**src/rtl/qpu_time_pkg.sv**
```systemverilog
// Shared widths, state encoding and event bundle for the QPU timing path
// (time queue / event queue consumers and the event issue stage).
package qpu_time_pkg;

  localparam int QPU_TIME_WIDTH       = 32;
  localparam int QPU_EVENT_WIRE_WIDTH = 8;
  localparam int QPU_EVENT_NUM        = 12;
  localparam int QPU_EV_CNT_WIDTH     = 16;

  typedef enum logic {
    S_IDLE = 1'b0,
    S_WAIT = 1'b1
  } issue_state_e;

  typedef struct packed {
    logic [QPU_EVENT_WIRE_WIDTH-1:0] wires;
    logic [QPU_EVENT_NUM-1:0]        oprand;
  } qpu_event_t;

endpackage

```
**src/rtl/qpu_time_cnt.sv**
```systemverilog
// Run-gated timeline counter: counts run cycles, saturates at all-ones,
// reloads to 1 on an issue so the next interval is measured from the strobe.
module qpu_time_cnt
  import qpu_time_pkg::*;
#(
  parameter int WIDTH = QPU_TIME_WIDTH
) (
  input  logic             clk,
  input  logic             rst,
  input  logic             run_i,
  input  logic             clr_i,
  input  logic             load1_i,
  output logic [WIDTH-1:0] cnt_o
);

  logic [WIDTH-1:0] cnt_q;
  logic [WIDTH-1:0] cnt_d;

  always_comb begin
    cnt_d = cnt_q;
    if (clr_i) begin
      cnt_d = '0;
    end else if (load1_i) begin
      cnt_d = WIDTH'(1);
    end else if (run_i && (cnt_q != '1)) begin
      cnt_d = cnt_q + WIDTH'(1);
    end
  end

  always_ff @(posedge clk or posedge rst) begin
    if (rst) begin
      cnt_q <= '0;
    end else begin
      cnt_q <= cnt_d;
    end
  end

  assign cnt_o = cnt_q;

endmodule

```
**src/rtl/qpu_exu_event_issue.sv**
```systemverilog
// Event issue stage: pops tiq/evq pairs into a head register and strobes each
// event to the quantum front-end once its relative interval has elapsed.
module qpu_exu_event_issue
  import qpu_time_pkg::*;
#(
  parameter int TIME_WIDTH       = QPU_TIME_WIDTH,
  parameter int EVENT_WIRE_WIDTH = QPU_EVENT_WIRE_WIDTH,
  parameter int EVENT_NUM        = QPU_EVENT_NUM,
  parameter int CNT_WIDTH        = QPU_EV_CNT_WIDTH
) (
  input  logic                        clk,
  input  logic                        rst,
  input  logic                        run_i,
  input  logic                        clr_i,
  input  logic                        tiq_rd_valid,
  input  logic [TIME_WIDTH-1:0]       tiq_rd_data,
  output logic                        tiq_rd_ready,
  input  logic                        evq_rd_valid,
  input  logic [EVENT_WIRE_WIDTH-1:0] evq_rd_data,
  input  logic [EVENT_NUM-1:0]        evq_rd_oprand,
  output logic                        evq_rd_ready,
  output logic                        ev_o_valid,
  output logic [EVENT_WIRE_WIDTH-1:0] ev_o_data,
  output logic [EVENT_NUM-1:0]        ev_o_oprand,
  output logic                        late_o,
  output logic                        sync_err_o,
  output logic                        busy_o,
  output logic [CNT_WIDTH-1:0]        ev_cnt_o
);

  issue_state_e                state_q;
  logic [TIME_WIDTH-1:0]       head_w_q;
  logic [EVENT_WIRE_WIDTH-1:0] head_data_q;
  logic [EVENT_NUM-1:0]        head_oprand_q;
  logic                        ev_valid_q;
  logic [EVENT_WIRE_WIDTH-1:0] ev_data_q;
  logic [EVENT_NUM-1:0]        ev_oprand_q;
  logic                        late_q;
  logic                        sync_err_q;
  logic [CNT_WIDTH-1:0]        ev_cnt_q;

  logic [TIME_WIDTH-1:0] cnt;
  logic [TIME_WIDTH-1:0] w_eff;
  logic                  head_loaded;
  logic                  slot_free;
  logic                  fire;
  logic                  pop;
  logic                  sync_mismatch;

  assign head_loaded = (state_q == S_WAIT);
  // A zero interval still costs one cycle so strobes never collide.
  assign w_eff       = (head_w_q == '0) ? TIME_WIDTH'(1) : head_w_q;

  assign fire          = run_i & ~clr_i & head_loaded & (cnt >= w_eff);
  assign slot_free     = ~head_loaded | fire;
  assign pop           = run_i & ~clr_i & tiq_rd_valid & evq_rd_valid & slot_free;
  assign sync_mismatch = run_i & ~clr_i & (tiq_rd_valid != evq_rd_valid) & slot_free;

  assign tiq_rd_ready = pop;
  assign evq_rd_ready = pop;

  qpu_time_cnt #(
    .WIDTH (TIME_WIDTH)
  ) u_time_cnt (
    .clk     (clk),
    .rst     (rst),
    .run_i   (run_i),
    .clr_i   (clr_i),
    .load1_i (fire),
    .cnt_o   (cnt)
  );

  always_ff @(posedge clk or posedge rst) begin
    if (rst) begin
      state_q       <= S_IDLE;
      head_w_q      <= '0;
      head_data_q   <= '0;
      head_oprand_q <= '0;
      ev_valid_q    <= 1'b0;
      ev_data_q     <= '0;
      ev_oprand_q   <= '0;
      late_q        <= 1'b0;
      sync_err_q    <= 1'b0;
      ev_cnt_q      <= '0;
    end else if (clr_i) begin
      state_q       <= S_IDLE;
      head_w_q      <= '0;
      head_data_q   <= '0;
      head_oprand_q <= '0;
      ev_valid_q    <= 1'b0;
      ev_data_q     <= '0;
      ev_oprand_q   <= '0;
      late_q        <= 1'b0;
      sync_err_q    <= 1'b0;
      ev_cnt_q      <= '0;
    end else begin
      ev_valid_q  <= fire;
      ev_data_q   <= fire ? head_data_q : '0;
      ev_oprand_q <= fire ? head_oprand_q : '0;
      if (fire) begin
        ev_cnt_q <= ev_cnt_q + CNT_WIDTH'(1);
      end
      // Head showed up past its slot: it issued as early as possible instead.
      if (fire && (cnt > w_eff)) begin
        late_q <= 1'b1;
      end
      if (sync_mismatch) begin
        sync_err_q <= 1'b1;
      end
      if (pop) begin
        state_q       <= S_WAIT;
        head_w_q      <= tiq_rd_data;
        head_data_q   <= evq_rd_data;
        head_oprand_q <= evq_rd_oprand;
      end else if (fire) begin
        state_q <= S_IDLE;
      end
    end
  end

  assign ev_o_valid  = ev_valid_q;
  assign ev_o_data   = ev_data_q;
  assign ev_o_oprand = ev_oprand_q;
  assign late_o      = late_q;
  assign sync_err_o  = sync_err_q;
  assign ev_cnt_o    = ev_cnt_q;
  assign busy_o      = head_loaded | tiq_rd_valid | evq_rd_valid;

endmodule
```
**config.mk**
```make
export PLATFORM = sky130hd
export DESIGN_NAME = qpu_exu_event_issue
export DESIGN_NICKNAME = d
export VERILOG_FILES = /design/src/rtl/qpu_time_pkg.sv /design/src/rtl/qpu_time_cnt.sv /design/src/rtl/qpu_exu_event_issue.sv
export SDC_FILE = /design/constraint.sdc
export NUM_CORES = 1
export LEC_CHECK = 0
export CORE_MARGIN = 1
export CORE_UTILIZATION = 49
export CTS_CLUSTER_DIAMETER = 30
export DETAILED_ROUTE_END_ITERATION = 16
export GPL_TIMING_DRIVEN = 0
export PLACE_DENSITY = 0.86
export RECOVER_POWER = 100
export SKIP_CTS_REPAIR_TIMING = 1
export SYNTH_ARGS = -nofsm -noshare
export SYNTH_HDL_FRONTEND = slang
export SYNTH_SLANG_ARGS = --single-unit
```
**constraint.sdc**
```tcl
create_clock -name clk -period 3.8 [get_ports clk]
set_input_delay 0.38 -clock clk [delete_from_list [all_inputs] [get_ports clk]]
set_output_delay 0.38 -clock clk [all_outputs]
set_load 0.05 [all_outputs]
```
## Yosys cells after proc, flatten, opt, wreduce, memory -nomap -nowiden

Cells that the tools add are included.

- Add/sub/neg operators: 2
- Multiply operators: 0
- Divide/modulo/power cells: 0
- Order comparisons: 2
- Equality and inequality tests: 2
- Shift-type cells: 0
- Mux-type cells: 24
- Bitwise logic cells: 13
- Reduce and logical (&&, ||, !) cells: 9

Operators with widths:

| kind | count |
|---|---|
| 2-to-1 mux 32 bit | 6 |
| 2-to-1 mux 12 bit | 4 |
| adder 32 x 1 -> 32 bit, second input constant | 1 |
| greater-or-equal comparator 32 bit | 1 |
| > comparator 32 bit | 1 |
| zero test 32 bit | 1 |
| 2-to-1 mux 16 bit | 2 |
| 2-to-1 mux 8 bit | 4 |
| != test 32 bit, second input constant | 1 |
| adder 16 x 1 -> 16 bit, second input constant | 1 |
| bitwise AND 1 bit | 8 |
| 2-to-1 mux 1 bit | 8 |
| nonzero test 2 bit | 4 |
| nonzero test 3 bit | 2 |
| OR 1 bit | 3 |
| logical AND 1 bit | 2 |
| NOT 1 bit | 2 |
| != test 1 bit | 1 |

- Flip-flop bits (word level): 124
- Bits in latches: 0
- RAM bits: 0
- ROM bits: 0
- Output and inout port bits: 42
- Logic and storage cells: 63
- Memories kept: 0

## Logic depth before layout (Yosys ltp)

- Depth in word-level cells: 8
- Depth in mapped cells: 14
- Mapped depth without buffers: 11

## Cells and area by module

From an unflattened synthesis, not the netlist that was laid out.

- Cells, all modules: 653
- Area, all modules: 6822.8 µm²

By module, submodules not included:

| module | instances | cells an instance | area each (µm²) | sequential area each (µm²) |
|---|---|---|---|---|
| qpu_exu_event_issue | 1 | 456 | 4874.7 | 2302.2 |
| qpu_time_cnt | 1 | 197 | 1948.1 | 800.8 |

## Worst setup path after synthesis

OpenSTA, ideal clock, no wires.

- Kind: reg-to-output
- From: register u_time_cnt.cnt_q[13] (netlist: u_time_cnt.cnt_o[13])
- To: output port tiq_rd_ready
- Arrival time: 2.836 ns
- Setup slack: 0.584 ns
- Stages on the path, launching flop included: 12
- Buffers on the path: 3
- Cells stage by stage: dfrtp_1 > ha_1 > nand4_1 > nor4_2 > a21boi_1 > o31a_2 > nor2_1 > a211o_1 > buf_6 > buf_6 > inv_1 > buf_4

- Word-level cells in the longest chain between the ends: 4

Ends and longest elaborated chain:

| item | RTL line | text |
|---|---|---|
| from (decl) | qpu_time_cnt.sv:16 | `logic [WIDTH-1:0] cnt_q;` |
| from (signal assigned) | qpu_time_cnt.sv:34 | `cnt_q <= cnt_d;` |
| greater-or-equal comparator 32 bit | qpu_exu_event_issue.sv:54 | `assign fire = run_i & ~clr_i & head_loaded & (cnt >= w_eff);` |
| bitwise AND 1 bit | qpu_exu_event_issue.sv:54 |  |
| OR 1 bit | qpu_exu_event_issue.sv:55 | `assign slot_free = ~head_loaded \| fire;` |
| bitwise AND 1 bit | qpu_exu_event_issue.sv:56 | `assign pop = run_i & ~clr_i & tiq_rd_valid & evq_rd_valid & slot_free;` |
| to (decl) | qpu_exu_event_issue.sv:17 | `output logic tiq_rd_ready,` |

No other way between the ends.

## Worst setup path after layout

- From: register head_w_q[14]
- To: output port tiq_rd_ready

- Word-level cells in the longest chain between the ends: 6

Ends and longest elaborated chain:

| item | RTL line | text |
|---|---|---|
| from (decl) | qpu_exu_event_issue.sv:32 | `logic [TIME_WIDTH-1:0] head_w_q;` |
| from (signal assigned) | qpu_exu_event_issue.sv:112 | `head_w_q <= tiq_rd_data;` |
| zero test 32 bit | qpu_exu_event_issue.sv:52 | `assign w_eff = (head_w_q == '0) ? TIME_WIDTH'(1) : head_w_q;` |
| 2-to-1 mux 32 bit (*) | qpu_exu_event_issue.sv:52 |  |
| greater-or-equal comparator 32 bit (*) | qpu_exu_event_issue.sv:54 |  |
| bitwise AND 1 bit (*) | qpu_exu_event_issue.sv:54 |  |
| OR 1 bit (*) | qpu_exu_event_issue.sv:55 |  |
| bitwise AND 1 bit (*) | qpu_exu_event_issue.sv:56 |  |

Every way passes the cells marked *; elsewhere a longest branch is shown, timed or not.

==> out/metrics.yaml <==
syn_area_per_cell_um2: 10.6
rsz0062_at_grt: "no"
drt-total-wl_um: 15900
cp.arrival_ns: 3.23
min_path_type: "in -> reg"
clkPwrFrac_pct: 48.8
fillCellCount: 968
fin_skew_ns: 0.0124
grt_max_degree: 76
drive_above_1_share_pct: 9.71
first_pass_iters: 6
cts_made_buffers: 17
track_usage_pct: 23.8
peakVddDrop_mv: 0.337
ios: 100
dp_slack_ns: -0.261
post_drt_wl_per_cell_um: 17.0
postRouteAntennaNets: 0
dpl.hpwl_um: 11400
rows: 41
synth_cell_type_count: 52
status: "complete, but fails checks"
overflow: 0
initial_core_util_pct: 51.2
cellLeakagePower_nw: 3.85
path_clk_slew_ns: 0.06
drt-initial-drc-count: 270
place_congestion: 0.849
syn_nets: 713
die_y_um: 118
dpl.cell_count: 892
grt_pass1_vias: 5363
cts_root_buffer: "clkbuf_16"
setup_viol: 0
design_area_um2: 8310
area_delta_synth_final_pct: 26.4
synth_edf_count: 0
fin_crit_ns: 3.61
post_dp_cell_area_um2: 7800
ctsLongestPathBuffers: 2
final_cell_count_no_fill: 934
vias: 5091
combPwrFrac_pct: 9.5
hold_viol: 0
power_density_nw_per_um2: 394
synth_seq_cells: 124
clk_latency_ns: 0.43
synth_warnings: 0
synthFlopType: "dfrtp_1"
fin_ws_ns: 0.193
antenna_found_initial: 0
postLayoutCoreUtil_pct: 64.8
worst_setup_path_end_kind: "primary output"
drc_errors: 0
cts.sink_count: 124
viasPerCell: 5.45
power_frac_seq_pct: 41.6
synthCells: 621
tritoncts: "done"
max_slew.worst_pin.slew_ns: 2.10
core_um2: 12800
switching_share_pct: 25.8
nets: 841
cp.required_ns: 3.42
min_from: "run_i"
synth-async-reset-ratio_pct: 100
crit_path_start: "head_w_q[14]"
die_w_um: 118
fmax_mhz: 277
internal_power_mw: 2.43
die_area_um2: 13900
diodes: 0
critPathLaunchType: "register"
maxCapViolCount: 1
finalCritPeriodShare_pct: 94.9
final_max_slew_viol_count: 51
syn_area_um2: 6570
portBuffers: 98
worst-setup-path-type: "reg -> out"
cts_htree_levels: 4
synth_seq_area_share_pct: 47.2
critical_path.max_fanout: 11
timing.slew.headroom_pct: -40.5
grt_pass1_wl_um: 26000
r2r_start: "head_w_q[14]"
failed_checks: "max-capacitance violations, max-slew violations"
switchingPower_uw: 844
-- logic make-up after synthesis --
logic type / Yosys count / share of synthesized area, %
and+or+nand+nor: 242 / 19.0
DFF: 124 / 47.2
AOI/OAI and AO/OA: 68 / 6.49
buffers and inverters: 68 / 4.64
muxes: 54 / 12.0
adders and majority gates: 34 / 6.47
xor gates and xnor gates: 31 / 4.13
-- layout make-up --
class | count | area, um2 | share of cell area, %
multi-input cells | 429 | 3090 | 37.2
plain buffers | 22 | 106 | 1.28
flip-flops and latches | 124 | 3100 | 37.3
well taps | 172 | 215 | 2.59
inverters | 45 | 170 | 2.05
clock buffers | 18 | 439 | 5.29
clock inverters | 14 | 145 | 1.75
repair buffers | 110 | 1040 | 12.5
-- worst max-delay path: stages (launching register included) --
cell      delay, ns
dfrtp_1        0.43
nor4_4         0.33
nand4_1        0.19
o21bai_1       0.19
ha_1           0.16
nor2b_1        0.04
o211ai_1       0.15
a21boi_0       0.10
o31a_2         0.40
nor2_4         0.13
a211o_1        0.18
buf_12         0.14
inv_1          0.05
buf_4          0.12
buf_2          0.20
-- state kept, by name, summed over array words and instances, names as in the netlist --
| register | flops |
|---|---|
| late_o | 1 |
| head_data_q | 8 |
| ev_o_data | 8 |
| ev_cnt_o | 16 |
| head_loaded | 1 |
| ev_o_oprand | 12 |
| ev_o_valid | 1 |
| sync_err_o | 1 |
| u_time_cnt.cnt_o | 32 |
| head_w_q | 32 |
| head_oprand_q | 12 |
-- cells in the mapped netlist (3+ instances only) --
cell type | count | area share (%)
dfrtp_1 | 124 | 47
nor2_1 | 76 | 4.3
mux2_4 | 49 | 11
inv_1 | 45 | 2.6
nor2b_1 | 44 | 4.2
ha_1 | 34 | 6.5
nand2_1 | 32 | 1.8
a21oi_1 | 28 | 2.1
nand4_1 | 23 | 2.2
xor2_1 | 17 | 2.3
clkbuf_1 | 14 | 0.80
nor4_1 | 14 | 1.3
xnor2_1 | 14 | 1.9
o21ai_0 | 13 | 0.99
nand3_1 | 12 | 0.91
nor3_1 | 9 | 0.69
or3_1 | 9 | 0.86
buf_6 | 6 | 1.0
and2_1 | 5 | 0.48
and4_1 | 5 | 0.67
and3_1 | 4 | 0.38
a31oi_1 | 3 | 0.29
mux2_2 | 3 | 0.51
o2111ai_1 | 3 | 0.40
o211ai_1 | 3 | 0.34
-- routing by layer --
layer	GRT usage, %	vias to the layer above	wire, um
met3	4.80	31	631
met5	0	-	0
met1	28.3	2529	6500
li1	-	2393	-
met4	12.3	0	482
met2	40.7	138	8290
-- worst paths after layout --
path / depth (start not counted) / slack, ns / to
min in group asynchronous: 2 / 0.96 / ev_o_oprand[3]
max in group asynchronous: 3 / 0.92 / head_w_q[11]
worst min-delay path: 3 / 0.39 / head_loaded
worst max-delay path: 14 / 0.19 / tiq_rd_ready
worst min register to register: 1 / 0.50 / sync_err_o
worst max register to register: 14 / 0.24 / head_oprand_q[2]
-- power groups by stage --
stage          Sequential [mW]  Combinational, mW  Clock [mW]
2_1_floorplan             1.39              0.185           0
3_3_place_gp              1.38              0.297           0
3_5_place_dp              1.38              0.315           0
4_1_cts                   1.36              0.317        1.61
5_1_grt                   1.36              0.340        1.67
6_report                  1.36              0.311        1.60
-- layout by cell type, fill, tap and decap left out, types with 14 or more instances in the layout --
cell type,Yosys,layout
nand4_1,23,23
ha_1,34,34
xor2_1,17,17
nor2b_1,44,44
clkbuf_16,0,17
nand2_1,32,32
xnor2_1,14,14
dlygate4sd3_1,0,41
a21oi_1,28,28
clkdlybuf4s50_1,0,55
inv_1,45,44
clkbuf_1,14,21
dfrtp_1,124,124
nor2_1,76,75
mux2_1,0,38
-- stage by stage --
step           hold WS [ns]  setup TNS [ns]  total power, mW
2_1_floorplan         0.529               0             1.57
3_3_place_gp          0.492         -175.95             1.68
3_5_place_dp          0.500          -0.404             1.70
4_1_cts               0.366           -1.32             3.29
5_1_grt               0.415               0             3.38
6_report              0.386               0             3.27
(Power assumes the default switching activity.)
